<file path="src/rtl/fixed_p_pkg.sv">
// Shared types and helpers for the sequential signed fixed-point divider.
package fixed_p_pkg;

  typedef enum logic [1:0] {
    IDLE = 2'd0,
    RUN  = 2'd1,
    DONE = 2'd2
  } state_t;

  // Counter must be able to hold 0..ITERS.
  function automatic int iter_cnt_width(input int iters);
    return $clog2(iters + 1);
  endfunction

endpackage

</file>
<file path="src/rtl/fixed_p_sdiv_step.sv">
// One restoring-division step: shift in a dividend bit, trial-subtract, select.
module fixed_p_sdiv_step #(
  parameter int WIDTH = 32
) (
  input  logic [WIDTH-1:0] rem,
  input  logic             dvd_bit,
  input  logic [WIDTH-1:0] divisor,
  output logic [WIDTH-1:0] rem_next,
  output logic             q_bit
);

  logic [WIDTH:0]   shifted;
  logic [WIDTH+1:0] diff;

  // Remainder stays below the divisor (at most 2^(WIDTH-1)), so either
  // selected value fits back into WIDTH bits.
  assign shifted  = {rem, dvd_bit};
  assign diff     = {1'b0, shifted} - {2'b00, divisor};
  assign q_bit    = ~diff[WIDTH+1];
  assign rem_next = q_bit ? diff[WIDTH-1:0] : shifted[WIDTH-1:0];

endmodule

</file>
<file path="src/rtl/fixed_p_std_sdiv_seq.sv">
// Sequential signed fixed-point divider, one quotient bit per cycle.
// Define FIXED_P_SDIV_SAT_EN to saturate overflow and divide-by-zero results.
module fixed_p_std_sdiv_seq
  import fixed_p_pkg::*;
#(
  parameter int WIDTH       = 32,
  parameter int INT_WIDTH   = 8,
  parameter int FRACT_WIDTH = 24
) (
  input  logic             clk,
  input  logic             reset,
  input  logic             go,
  input  logic [WIDTH-1:0] left,
  input  logic [WIDTH-1:0] right,
  output logic [WIDTH-1:0] out,
  output logic             done,
  output logic             overflow,
  output logic             div_by_zero
);

  localparam int ITERS = WIDTH + FRACT_WIDTH;
  localparam int CW    = iter_cnt_width(ITERS);

  localparam logic [ITERS-1:0] MAG_LIM = ITERS'(1) << (WIDTH - 1);
  localparam logic [WIDTH-1:0] MAX_POS = {1'b0, {(WIDTH-1){1'b1}}};
  localparam logic [WIDTH-1:0] MIN_NEG = {1'b1, {(WIDTH-1){1'b0}}};
  localparam logic [CW-1:0]    LAST    = CW'(ITERS - 1);

  if (INT_WIDTH + FRACT_WIDTH != WIDTH) begin : g_bad_cfg
    $error("fixed_p_std_sdiv_seq: WIDTH must equal INT_WIDTH + FRACT_WIDTH");
  end

  state_t            state, state_next;
  logic [CW-1:0]     cnt;
  logic [WIDTH-1:0]  rem, div_mag;
  logic [ITERS-1:0]  dq;            // dividend shifts out the top, quotient in the bottom
  logic              neg_q, neg_l, dbz;

  logic              load, finish;
  logic [WIDTH-1:0]  rem_next, mag_l, mag_r;
  logic              q_bit;
  logic [ITERS-1:0]  q_fin;
  logic [WIDTH-1:0]  q_low, wrapped, result;
  logic              ovf;

  fixed_p_sdiv_step #(.WIDTH(WIDTH)) u_step (
    .rem      (rem),
    .dvd_bit  (dq[ITERS-1]),
    .divisor  (div_mag),
    .rem_next (rem_next),
    .q_bit    (q_bit)
  );

  // Two's-complement negate of -2^(WIDTH-1) is exact as an unsigned magnitude.
  assign mag_l = left[WIDTH-1]  ? -left  : left;
  assign mag_r = right[WIDTH-1] ? -right : right;

  // NOTE: every always_comb output gets a default first so no path infers a latch.
  always_comb begin
    state_next = state;
    load       = 1'b0;
    finish     = 1'b0;
    case (state)
      IDLE: if (go) begin
        state_next = RUN;
        load       = 1'b1;
      end
      RUN: if (dbz || cnt == LAST) begin
        state_next = DONE;
        finish     = 1'b1;
      end
      DONE:    state_next = IDLE;
      default: state_next = IDLE;
    endcase
  end

  assign done = (state == DONE);

  // Result formation uses the final quotient bit before it is registered.
  always_comb begin
    q_fin   = {dq[ITERS-2:0], q_bit};
    q_low   = q_fin[WIDTH-1:0];
    wrapped = neg_q ? (WIDTH'(0) - q_low) : q_low;
    ovf     = neg_q ? (q_fin > MAG_LIM) : (q_fin >= MAG_LIM);
`ifdef FIXED_P_SDIV_SAT_EN
    if (dbz)
      result = neg_l ? MIN_NEG : MAX_POS;
    else if (ovf)
      result = neg_q ? MIN_NEG : MAX_POS;
    else
      result = wrapped;
`else
    result = dbz ? '0 : wrapped;
`endif
  end

  // NOTE: sequential state uses non-blocking assignments so every register
  // samples the pre-edge values of its peers.
  always_ff @(posedge clk or negedge reset) begin
    if (!reset) begin
      state       <= IDLE;
      cnt         <= '0;
      rem         <= '0;
      dq          <= '0;
      div_mag     <= '0;
      neg_q       <= 1'b0;
      neg_l       <= 1'b0;
      dbz         <= 1'b0;
      out         <= '0;
      overflow    <= 1'b0;
      div_by_zero <= 1'b0;
    end else begin
      state <= state_next;
      if (load) begin
        cnt     <= '0;
        rem     <= '0;
        dq      <= {mag_l, {FRACT_WIDTH{1'b0}}};
        div_mag <= mag_r;
        neg_q   <= left[WIDTH-1] ^ right[WIDTH-1];
        neg_l   <= left[WIDTH-1];
        dbz     <= (right == '0);
      end else if (state == RUN && !dbz) begin
        cnt <= cnt + CW'(1);
        rem <= rem_next;
        dq  <= {dq[ITERS-2:0], q_bit};
      end
      if (finish) begin
        out         <= result;
        overflow    <= dbz ? 1'b0 : ovf;
        div_by_zero <= dbz;
      end
    end
  end

endmodule

</file>
<file path="config.mk">
export PLATFORM = sky130hd
export DESIGN_NAME = fixed_p_std_sdiv_seq
export DESIGN_NICKNAME = d
export VERILOG_FILES = /design/src/rtl/fixed_p_pkg.sv /design/src/rtl/fixed_p_sdiv_step.sv /design/src/rtl/fixed_p_std_sdiv_seq.sv
export SDC_FILE = /design/constraint.sdc
export NUM_CORES = 1
export LEC_CHECK = 0
export BUFFER_PORTS_ARGS = -buffer_cell sky130_fd_sc_hd__buf_2
export CORE_MARGIN = 2
export CORE_UTILIZATION = 55
export DETAILED_ROUTE_END_ITERATION = 8
export PLACE_DENSITY_LB_ADDON = 0.3
export SLEW_MARGIN = 20
export SYNTH_ARGS = -nofsm -noshare
export SYNTH_HDL_FRONTEND = slang
export SYNTH_SLANG_ARGS = --single-unit
</file>
<file path="constraint.sdc">
create_clock -name clk -period 11.5 [get_ports clk]
set_clock_uncertainty 0.1 [all_clocks]
set_input_delay 1.725 -clock clk [delete_from_list [all_inputs] [get_ports clk]]
set_output_delay 1.725 -clock clk [all_outputs]
set_load 0.02 [all_outputs]
</file>
======== Yosys cells after proc, flatten, opt, wreduce, memory -nomap -nowiden ========
Index checks and enable logic that the tools add are counted.
storage, ports and cells
  flip-flop bits (word level) ............. 164
  input port bits ......................... 67
  output and inout bits ................... 35
  logic and storage cells ................. 51
cells by class
  $add $sub $neg .......................... 5
  $lt $le $gt $ge ......................... 2
  equality and inequality tests ........... 5
  muxes and demuxes ....................... 20
  bitwise gates (word level) .............. 2
  reduce and logical (&&, ||, !) cells .... 7
operators with widths
  kind                                                                                   count
  32-bit 2-to-1 mux                                                                      7
  56-bit 2-to-1 mux                                                                      2
  32-bit negation                                                                        2
  56-bit by 32-bit greater-or-equal comparator with 1-bit output, second input constant  1
  56-bit by 32-bit > comparator with 1-bit output, second input constant                 1
  33-bit by 32-bit subtractor with 34-bit output                                         1
  32-bit zero test                                                                       1
  1-bit by 32-bit subtractor with 32-bit output, first input constant                    1
  6-bit 2-to-1 mux                                                                       2
  6-bit by 1-bit adder with 6-bit output, second input constant                          1
  6-bit == test, second input constant                                                   1
  1-bit 2-to-1 mux                                                                       6
  2-bit 2-to-1 mux                                                                       2
  2-bit != test, second input constant                                                   2
  2-bit case mux with 2 select lines                                                     1
  2-bit by 1-bit == test with 1-bit output, second input constant                        1
  2-bit == test, second input constant                                                   1
  2-bit zero test                                                                        1
  2-bit AND reduction                                                                    1
  2-bit nonzero test                                                                     1
  1-bit logical AND                                                                      1
  1-bit zero test                                                                        1
  1-bit logical OR                                                                       1
  1-bit NOT                                                                              1
  1-bit XOR                                                                              1

======== Depth between registers and ports, before layout ========
Gate-level depths: netlist (run 1).
  depth after elaboration ................. 5
  gate-level depth with buffers ........... 21
  depth with buffers taken out ............ 18

======== Modules after synthesis ========
Synthesis (run 1) repeated with hierarchy kept, for this count alone.
unflattened totals
  cells, all modules ...................... 1,315
  area, all modules ....................... 10,799.1 um^2
by module, submodules not included
  module                instances  cells each  area each (um^2)  seq. area each (um^2)
  fixed_p_std_sdiv_seq  1          943         8,425.6           4,103.9
  fixed_p_sdiv_step     1          372         2,373.5           0.0

======== Worst setup path before layout (run 1) ========
OpenSTA, ideal clock, no wires.
  kind .................................... input-to-reg
  start point ............................. input right[6]
  end point ............................... register div_mag[30]
  library setup time ...................... 0.131 ns
  arrival ................................. 4.492 ns
  data required time ...................... 11.269 ns
  path slack .............................. 6.777 ns
  cell stages on the path ................. 10
  buffers on the path ..................... 0
  cells stage by stage .................... or4_4 nor4_4 nand2b_2 or3_1 or4_4 or3_4 or3_4 o31ai_4 xor2_1 o21ai_1
between the ends
  word-level cells in the longest chain between the ends .. 2
RTL lines
  what                    line                         text
  start: declaration      fixed_p_std_sdiv_seq.sv:14   input logic [WIDTH-1:0] right,
  32-bit negation         fixed_p_std_sdiv_seq.sv:56   assign mag_r = right[WIDTH-1] ? -right : right;
  32-bit 2-to-1 mux       fixed_p_std_sdiv_seq.sv:56
  end signal: assignment  fixed_p_std_sdiv_seq.sv:118  div_mag <= mag_r;
  end: declaration        fixed_p_std_sdiv_seq.sv:35   logic [WIDTH-1:0] rem, div_mag;
Every way passes these cells.
A chain may end at the register's enable or synchronous reset.

======== Worst setup path after layout (run 1) ========
  start point ............................. register rem[0]
  end point ............................... register out[30]
between the ends
  word-level cells in the longest chain between the ends .. 5
RTL lines
  what                                            line                         text
  start: declaration                              fixed_p_std_sdiv_seq.sv:35
  start signal: assignment                        fixed_p_std_sdiv_seq.sv:124  rem <= rem_next;
  33-bit by 32-bit subtractor with 34-bit output  fixed_p_sdiv_step.sv:18      assign diff = {1'b0, shifted} - {2'b00, divisor};
  1-bit NOT                                       fixed_p_sdiv_step.sv:19      assign q_bit = ~diff[WIDTH+1];
  1-bit by 32-bit subtractor with 32-bit output   fixed_p_std_sdiv_seq.sv:83   wrapped = neg_q ? (WIDTH'(0) - q_low) : q_low;
  32-bit 2-to-1 mux                               fixed_p_std_sdiv_seq.sv:83
  32-bit 2-to-1 mux                               fixed_p_std_sdiv_seq.sv:93   result = dbz ? '0 : wrapped;
  end signal: assignment                          fixed_p_std_sdiv_seq.sv:128  out <= result;
  end: declaration                                fixed_p_std_sdiv_seq.sv:15   output logic [WIDTH-1:0] out,
Every way passes these cells.

==> results of run 1 <==
## registers in the layout (all words and copies together), names as in the netlist
register     flops
neg_q            1
dbz              1
cnt              6
rem             32
state            2
div_by_zero      1
dq              56
overflow         1
out             32
div_mag         32
## synth_stat cells, drive strengths merged (17+ instances only)
master | count | area share (%)
inv | 47 | 1.7
a21oi | 62 | 3.0
o31ai | 23 | 1.8
dfrtp | 164 | 40
xor2 | 70 | 6.0
or3 | 23 | 1.5
nand2 | 256 | 9.4
nor2 | 70 | 2.6
clkbuf | 57 | 2.1
o41ai | 23 | 2.0
ha | 36 | 4.4
o21ai | 153 | 7.5
mux2i | 17 | 1.7
a31oi | 37 | 2.3
xnor2 | 47 | 4.0
## metal layers
layer	vias to the layer above	share of wire (%)	track usage, %
met5	-	0	0
met4	0	1.7	7.44
met3	35	4.6	4.14
met2	260	47	40.4
met1	4290	47	36.6
li1	4426	-	-
## worst max path at each step
stage,startpoint,end
6_report,rem[0],out[30]
5_1_grt,rem[0],out[30]
4_1_cts,rem[0],out[30]
3_5_place_dp,rem[0],out[30]
3_3_place_gp,rem[0],out[28]
2_1_floorplan,right[6],div_mag[30]
## cell usage in the layout (no fill, tap or decap), types with 10 or more instances in the layout
cell type,synthesis,final
nand2_1,256,255
dfrtp_1,164,164
o21ai_0,149,149
buf_2,1,100
xor2_1,70,70
nor2_1,70,69
a21oi_1,62,62
inv_1,47,47
xnor2_1,47,47
a31oi_1,37,37
ha_1,36,36
o41ai_1,23,23
o31ai_1,22,22
or3_1,21,21
mux2i_1,17,17
clkbuf_16,0,17
nor3_1,11,11
nand3_1,10,10
nor4_1,10,10
## final cells by class
type,count,share of cell area [%]
Multi-Input combinational cell,951,50.2
Sequential cell,164,36.0
Timing Repair Buffer,107,4.91
Clock buffer,18,3.77
Tap cell,229,2.51
Inverter,47,1.55
Clock inverter,14,1.05
## critical path, stage by stage (launching register included)
cell and delay, ns:
dfrtp_1 0.43, ha_1 0.30, nor2b_1 0.14, o31a_1 0.25, o21ai_0 0.27, a211oi_1 0.19, o21ai_0 0.42, a21oi_1 0.18
o211a_1 0.57, or2_2 0.73, inv_1 0.55, ha_1 0.34, nand2_1 0.09, nor2_1 0.20, nand3_1 0.15, o21ai_0 0.28
xor2_1 0.19, o21ai_0 0.09
## cells by family (layout without fill, tap and decap cells)
kind of cell    count (synthesis)  after routing  share of synthesized area [%]
xor+xnor                      117            117                           10.0
flops                         164            164                           40.2
fa+ha+maj                      37             37                           4.60
buf+inv                       112            186                           4.13
mux                            17             17                           1.67
simple gates                  433            433                           18.9
compound gates                347            347                           20.5
## power by group through the flow
stage                     clock [W]  sequential [W]  combinational (W)
after floorplan                   0        0.000588          0.0000279
after global placement            0        0.000588          0.0000639
after detailed placement          0        0.000588          0.0000649
after CTS                  0.000543        0.000577          0.0000651
after global routing       0.000567        0.000576          0.0000727
final                      0.000533        0.000577          0.0000641
## per-stage QoR
stage                     utilization (%)  instance area (sq um)
final                                63.0                  11400
after global routing                 63.0                  11400
after detailed placement             60.0                  10800
after CTS                            63.0                  11400
after floorplan                         -                  10200
after global placement               60.0                  10800
==> reports/metrics.csv, run 1 <==
stage,metric,value,unit
sta,rsz0062_at_grt,false,
drt,drt_wl_total,24300,microns
clock_network,post_cts_resized,0,
cells_and_area,drive_above_1_share,12.1,%
cells_and_area,seq_area,4100,sq um
yosys,synthCells,1227,
sta,fin_tns_setup,0,ns
yosys,ys_ff_latch,164,
yosys,synth_edf_count,0,
cells_and_area,antennaDiodeCount,0,
run_status,status,completed,
clock_network,cts.sinks,164,
sta,hold_viol,0,
placed_design,gp_routability_congestion,0.961,
min_path,hold_path.startpoint,out[9],
pwr,p_comb_share,5.5,%
critical_path,cp-start-kind,flip-flop,
drt,first_pass_iters,6,
pwr,intPower,0.000884,W
pwr,design_power_total,0.00117,W
critical_path,required,11.68,ns
critical_path,r2r_start,rem[0],
drt,postRouteAntennaNets,0,
drt,wl_per_cell,15.9,microns
critical_path,critPathMaxFanout,26,
pwr,cellPowerDensity,103,nW/um^2
clock_network,post-cts-setup-buffers,0,
placed_design,dp_hpwl,16500,microns
die,core_area,18100,sq um
sta,slew_violations,0,
sta,post-route-min-period,5.63,ns
critical_path,path_class,reg -> reg,
sta,fmax,0.177,GHz
pwr,seqPwrFrac,49.1,%
sta,setup_slack,5.87,ns
drt,vias,9011,
yosys,synth-main-ff-cell,dfrtp_1,
grt,grt_pass1_vias,8429,
drt,drtIter0Drc,707,
cells_and_area,syn2layout_area_growth,11.5,%
yosys,netlist_area,10200,sq um
grt,grt_max_degree,115,
die,die-area,19700,sq um
pwr,p_leak,4.82,nW
grt,track_usage,25.6,%
pwr,p_sw,0.000290,W
yosys,syn-num-nets,1331,
drt,viasPerCell,5.89,
sta,timing.final.crit_share,49.0,%
cells_and_area,multi_input_area,5720,sq um
pwr,swShare,24.7,%
cells_and_area,final_nets,1392,
placed_design,place_ws,6.04,ns
yosys,synth.distinct_cells,55,
clock_network,htreeDepth,4,
yosys,yosysSeqAreaShare,40.2,%
yosys,synthArstFlopShare,100,%
die,dieWidth,140,microns
sta,slew_headroom,28.2,%
critical_path,cp.arrival,5.81,ns
sta,final-setup-viol-count,0,
cells_and_area,num-fill-cells,1582,
critical_path,reg2regPathDepth,17,
pwr,ir_drop,0.105,mV
clock_network,cts-root-buf,clkbuf_16,
yosys,yosysWarnings,0,
clock_network,numCtsBuffers,17,
pwr,clkPwrFrac,45.4,%
clock_network,worstSkewPairLatency,0.43,ns
job,max_cap_violations,0,
grt,grt_antenna_before_repair,0,
critical_path,r2r-end,out[30],
cells_and_area,layout.cells.non_filler,1530,
placed_design,io_buffers,101,
grt,grt_overflow,0,
die,start_util,56.5,%
critical_path,rrSetupSlack,5.87,ns
min_path,hp-class,reg -> reg,
die,ioPinCount,102,
clock_network,cts.clk_slew.worst_paths,0.07,ns
critical_path,endpoint_kind,flip-flop,
drt,drc,0,
min_path,hold_path_end,out[9],
clock_network,cts_tree,yes,
die,die_h,140,microns
sta,worst_pin_slew,1.08,ns
die,rows,49,
sta,hold_slack,0.370,ns
min_path,min_path_cells,2,
yosys,syn-mean-instance-area,8.33,sq um
clock_network,hold_buffers,0,
grt,grt_pass1_wl,41300,microns
placed_design,dp.cells,1498,
clock_network,clockBufferDepth,2,
Power figures use the tool's default switching activity.
==> inputs of run 2 (changes only) <==
CORE_UTILIZATION = 54   (was 55)
clock period = 4.8 ns   (was 11.5 ns; I/O delays follow)
==> run 2 against run 1 <==
Compared with the run above:
- maximum frequency grew 33%
- sequential share of layout area shrank 0.14 points
- non-clock buffer count grew 6
- die area increased by 1.8%
- critical path type unchanged
- largest power group unchanged
==> reports/metrics.csv, run 2 (synthesis gave the netlist of run 1 again) <==
stage,metric,value,unit,change
run_status,status,completed,,unchanged
grt,grt_overflow,0,,unchanged
cells_and_area,num-fill-cells,1679,,"was 1,582"
critical_path,cp.arrival,4.43,ns,was 5.81 ns
critical_path,cp_top_family,compound AO/OA/AOI/OAI gates,,unchanged
drt,drc,0,,unchanged
cells_and_area,mostFrequentLayoutCells,"255 x nand2_1, 164 x dfrtp_1, 149 x o21ai_0",,unchanged
clock_network,htreeDepth,4,,unchanged
clock_network,clockBufferDepth,2,,unchanged
cells_and_area,final_common_cell,nand2_1,,unchanged
cells_and_area,layout.cells.non_filler,1541,,"was 1,530"
critical_path,path_cells,ha_1 -> nor2b_1 -> o31a_1 -> o21ai_0 -> a211oi_1 -> o21ai_0 -> a21oi_1 -> o211a_1 -> or2_2 -> inv_1 -> ha_1 -> nand2_1 -> nor2_1 -> nand3_1 -> o21ai_0 -> xor2_1 -> o21ai_0,,unchanged
die,ioPinCount,102,,unchanged
drt,wl_met2,11600,microns,"was 11,300 microns"
sta,hold_viol,0,,unchanged
drt,wl_per_cell,15.9,microns,about the same
drt,m1WireLength,11500,microns,"was 11,400 microns"
drt,drtIter0Drc,679,,was 707
critical_path,cp_common_cell,o21ai_0,,unchanged
grt,grt_max_degree,93,,was 115
min_path,hp-class,in -> async,,was reg -> reg
die,dieWidth,142,microns,was 140 microns
sta,slew_violations,0,,unchanged
cells_and_area,antennaDiodeCount,0,,unchanged
clock_network,cts-root-buf,clkbuf_16,,unchanged
critical_path,slowest_delay,0.43,ns,was 0.73 ns
critical_path,required,4.99,ns,was 11.68 ns
placed_design,dp.cells,1509,,"was 1,498"
clock_network,numCtsBuffers,17,,unchanged
drt,wl_met3,1030,microns,was 1110 microns
cells_and_area,regMostFlops,dq,,unchanged
die,rows,50,,was 49
pwr,ir_drop,0.269,mV,was 0.105 mV
job,max_cap_violations,0,,unchanged
placed_design,io_buffers,101,,unchanged
sta,post-route-min-period,4.24,ns,was 5.63 ns
cells_and_area,syn2layout_area_growth,12.0,%,was 11.5%
die,core_area,18600,sq um,"was 18,100 sq um"
cells_and_area,largest_register_ff_count,56,,unchanged
placed_design,gp_routability_congestion,0.917,,was 0.961
pwr,p_leak,4.87,nW,was 4.82 nW
clock_network,hold_buffers,0,,unchanged
grt,grt_pass1_wl,41300,microns,about the same
clock_network,post-cts-setup-buffers,0,,unchanged
grt,grt_pass1_vias,8592,,"was 8,429"
clock_network,worstSkewPairLatency,0.44,ns,was 0.43 ns
critical_path,cp-start-kind,flip-flop,,unchanged
drt,maxUsedRoutingLayer,met4,,unchanged
sta,final-setup-viol-count,0,,unchanged
sta,rsz0062_at_grt,false,,unchanged
die,die-area,20000,sq um,"was 19,700 sq um"
grt,grt_antenna_before_repair,0,,unchanged
die,die_h,142,microns,was 140 microns
critical_path,critPathMaxFanout,5,,was 26
sta,timing.final.crit_share,88.4,%,was 49.0%
clock_network,cts.clk_slew.worst_paths,0.07,ns,about the same
drt,viasPerCell,5.87,,was 5.89
clock_network,post_cts_resized,0,,unchanged
sta,worst_pin_slew,1.03,ns,was 1.08 ns
critical_path,endpoint_kind,flip-flop,,unchanged
placed_design,dp_hpwl,17000,microns,"was 16,500 microns"
drt,drt_wl_total,24500,microns,"was 24,300 microns"
sta,slew_headroom,31.1,%,was 28.2%
cells_and_area,final_nets,1398,,"was 1,392"
clock_network,cts_tree,yes,,unchanged
critical_path,path_class,reg -> reg,,unchanged
cells_and_area,drive_above_1_share,12.5,%,was 12.1%
drt,first_pass_iters,6,,unchanged
pwr,cellPowerDensity,246,nW/um^2,was 103 nW/um^2
sta,fin_tns_setup,0,ns,unchanged
critical_path,critPathBufInv,1,,unchanged
sta,fmax,0.236,GHz,was 0.177 GHz
clock_network,cts.sinks,164,,unchanged
drt,postRouteAntennaNets,0,,unchanged
critical_path,cp_slowest_cell,dfrtp_1,,was or2_2
drt,vias,9042,,"was 9,011"
die,start_util,54.8,%,was 56.5%
grt,track_usage,25.4,%,was 25.6%
## run 2: layout make-up
| type | count | area, sq um | area share (%) |
|---|---|---|---|
| multi-input cells | 951 | 5720 | 50.0 |
| flip-flops and latches | 164 | 4100 | 35.9 |
| repair buffers | 113 | 602 | 5.26 |
| clock buffers | 18 | 429 | 3.75 |
| well taps | 234 | 293 | 2.56 |
| inverters | 47 | 176 | 1.54 |
| clock inverters | 14 | 116 | 1.02 |
## run 2: report_power, final
part | switching (W) | leakage [nW] | internal [W]
Sequential | 0 | 1.97 | 0.00138
Combinational | 0.0000961 | 2.63 | 0.0000593
Clock | 0.000607 | 0.269 | 0.000676
## run 2: per-layer routing
layer,up-vias,GRT usage (%)
li1,4441,-
met1,4347,34.7
met2,223,42.2
met3,31,4.29
met4,0,6.53
met5,-,0
## run 2: stage by stage
step	utilization [%]	power, W	worst slack [ns]	hold slack [ns]	area (sq um)
2_1_floorplan	-	0.00147	0.607	0.324	10200
3_3_place_gp	58.4	0.00156	0.779	0.357	10900
3_5_place_dp	58.4	0.00157	0.607	0.366	10900
4_1_cts	61.4	0.00283	0.581	0.243	11400
5_1_grt	61.4	0.00291	0.240	0.272	11400
6_report	61.4	0.00282	0.557	0.197	11400
## run 2: final timing paths
| check | from | end | slack [ns] | cells after the start |
|---|---|---|---|---|
| max in group asynchronous | reset | dq[2] | 3.35 | 2 |
| max reg2reg | rem[0] | out[26] | 0.56 | 17 |
| min | reset | dq[10] | 0.20 | 1 |
| max | rem[0] | out[26] | 0.56 | 17 |
| min in group clk | out[23] | out[23] | 0.37 | 2 |
| min reg2reg | out[23] | out[23] | 0.37 | 2 |
==> inputs of run 3 (changes only) <==
BUFFER_PORTS_ARGS = -buffer_cell sky130_fd_sc_hd__clkbuf_2   (was -buffer_cell sky130_fd_sc_hd__buf_2)
REMOVE_ABC_BUFFERS = 1   (was not set)
==> run 3 against run 2 <==
Compared with the run above:
- first-iteration DRC count rose by 2.9%
- final area barely moved
- critical path depth did not move
- critical path type unchanged
- largest cell class unchanged
==> reports/metrics.csv, run 3 (synthesis gave the netlist of run 1 again) <==
stage,metric,value,unit,change
run_status,status,completed,,unchanged
critical_path,cp_common_cell,o21ai_0,,unchanged
cells_and_area,largest_register_ff_count,56,,unchanged
drt,drtIter0Drc,699,,was 679
sta,fmax,0.236,GHz,about the same
die,core_area,18600,sq um,unchanged
placed_design,io_buffers,101,,unchanged
critical_path,critPathBufInv,1,,unchanged
pwr,design_power_total,0.00283,W,was 0.00282 W
cells_and_area,final_cell_area,11400,sq um,about the same
drt,postRouteAntennaNets,0,,unchanged
clock_network,cts_tree,yes,,unchanged
sta,timing.final.crit_share,88.2,%,was 88.4%
grt,grt_max_degree,101,,was 93
cells_and_area,final_nets,1399,,"was 1,398"
drt,vias,8913,,"was 9,042"
critical_path,cp_top_family,compound AO/OA/AOI/OAI gates,,unchanged
critical_path,cp-start-kind,flip-flop,,unchanged
cells_and_area,antennaDiodeCount,0,,unchanged
cells_and_area,drive_above_1_share,12.7,%,was 12.5%
sta,rsz0062_at_grt,false,,unchanged
clock_network,cts.sinks,164,,unchanged
placed_design,gp_routability_congestion,0.897,,was 0.917
die,dieWidth,142,microns,unchanged
drt,first_pass_iters,5,,was 6
grt,track_usage,24.7,%,was 25.4%
clock_network,worstSkewPairLatency,0.43,ns,was 0.44 ns
grt,grt_pass1_wl,40600,microns,"was 41,300 microns"
critical_path,cp.arrival,4.41,ns,was 4.43 ns
critical_path,path_class,reg -> reg,,unchanged
die,ioPinCount,102,,unchanged
cells_and_area,syn2layout_area_growth,12.0,%,about the same
cells_and_area,final_common_cell,nand2_1,,unchanged
grt,grt_pass1_vias,8406,,"was 8,592"
clock_network,post-cts-setup-buffers,0,,unchanged
drt,drt_wl_total,24000,microns,"was 24,500 microns"
clock_network,htreeDepth,4,,unchanged
die,rows,50,,unchanged
clock_network,cts-root-buf,clkbuf_16,,unchanged
critical_path,path_cells,ha_1 -> nor2b_1 -> o31a_1 -> o21ai_0 -> a211oi_1 -> o21ai_0 -> a21oi_1 -> o211a_1 -> or2_2 -> inv_1 -> ha_1 -> nand2_1 -> nor2_1 -> nand2_1 -> o21ai_0 -> xor2_1 -> o21ai_0,,was ha_1 -> nor2b_1 -> o31a_1 -> o21ai_0 -> a211oi_1 -> o21ai_0 -> a21oi_1 -> o211a_1 -> or2_2 -> inv_1 -> ha_1 -> nand2_1 -> nor2_1 -> nand3_1 -> o21ai_0 -> xor2_1 -> o21ai_0
drt,maxUsedRoutingLayer,met4,,unchanged
sta,final-setup-viol-count,0,,unchanged
cells_and_area,final_util,61.4,%,about the same
pwr,ir_drop,0.224,mV,was 0.269 mV
min_path,hp-class,in -> async,,unchanged
grt,grt_overflow,0,,unchanged
critical_path,required,4.98,ns,was 4.99 ns
die,start_util,54.8,%,unchanged
cells_and_area,regMostFlops,dq,,unchanged
drt,m1WireLength,11400,microns,"was 11,500 microns"
clock_network,hold_buffers,0,,unchanged
sta,worst_pin_slew,1.09,ns,was 1.03 ns
drt,wl_met2,11300,microns,"was 11,600 microns"
critical_path,rrSetupSlack,0.57,ns,was 0.56 ns
pwr,p_leak,4.85,nW,was 4.87 nW
critical_path,cp_slowest_cell,o21ai_0,,was dfrtp_1
drt,drc,0,,unchanged
placed_design,dp_hpwl,16400,microns,"was 17,000 microns"
sta,slew_violations,0,,unchanged
die,die-area,20000,sq um,unchanged
drt,wl_per_cell,15.6,microns,was 15.9 microns
sta,hold_viol,0,,unchanged
sta,slew_headroom,27.2,%,was 31.1%
job,max_cap_violations,0,,unchanged
clock_network,post_cts_resized,0,,unchanged
drt,wl_met3,946,microns,was 1030 microns
critical_path,slowest_delay,0.44,ns,was 0.43 ns
clock_network,cts.clk_slew.worst_paths,0.07,ns,about the same
critical_path,critPathMaxFanout,5,,unchanged
clock_network,numCtsBuffers,17,,unchanged
grt,grt_antenna_before_repair,0,,unchanged
sta,post-route-min-period,4.23,ns,was 4.24 ns
drt,viasPerCell,5.78,,was 5.87
critical_path,endpoint_kind,flip-flop,,unchanged
cells_and_area,mostFrequentLayoutCells,"255 x nand2_1, 164 x dfrtp_1, 149 x o21ai_0",,unchanged
die,die_h,142,microns,unchanged
pwr,cellPowerDensity,247,nW/um^2,was 246 nW/um^2
clock_network,clockBufferDepth,2,,unchanged
placed_design,placed_area,10900,sq um,about the same
-- run 3: changes by cell type in the layout (fill, tap and decap cells not counted), moves of 2 or more --
cell,previous run,this run
buf_2,100,0
clkbuf_2,0,100
clkinv_2,2,4
inv_6,7,5
-- run 3: power by group --
part	switching (W)	total (W)	internal (W)	leakage [nW]
combinational	0.0000934	0.000153	0.0000592	2.62
sequential	0	0.00138	0.00138	1.97
clock	0.000620	0.00129	0.000674	0.268
-- run 3: final timing paths --
| kind | from | to | depth (start not counted) |
|---|---|---|---|
| worst min register to register | out[6] | out[6] | 2 |
| worst max-delay path | rem[0] | out[18] | 17 |
| worst max register to register | rem[0] | out[18] | 17 |
| max in group asynchronous | reset | div_mag[18] | 2 |
| worst min-delay path | reset | out[15] | 1 |
| min in group clk | out[6] | out[6] | 2 |
-- run 3: stage by stage --
stage / TNS (ns) / cells / setup WS (ns) / hold WS (ns)
floorplan: -0.524 / 1162 / -0.0799 / 0.324
detailed placement: 0 / 1510 / 0.664 / 0.370
global placement: 0 / 1510 / 0.745 / 0.360
global route: 0 / 1542 / 0.163 / 0.352
finish: 0 / 1542 / 0.566 / 0.264
CTS: 0 / 1542 / 0.574 / 0.327
-- run 3: layout make-up --
type,instances,area (sq um)
Timing Repair Buffer,114,609
Multi-Input combinational cell,951,5720
Clock inverter,15,119
Inverter,47,176
Clock buffer,17,425
Fill cell,1642,7200
Sequential cell,164,4100
Tap cell,234,293
-- run 3: worst reg2reg max path: cells and delay by family, from the launching register on --
family          cells  cell delay (ns)
compound gates      8             1.95
xor+xnor            1             0.16
fa+ha+maj           2             0.54
buf+inv             1             0.09
simple gates        5             0.80
flops               1             0.43
-- run 3: metal layers --
| layer | GRT usage [%] | vias up |
|---|---|---|
| met5 | 0 | - |
| met4 | 6.16 | 0 |
| met3 | 4.02 | 26 |
| met2 | 40.4 | 208 |
| met1 | 34.6 | 4239 |
| li1 | - | 4440 |
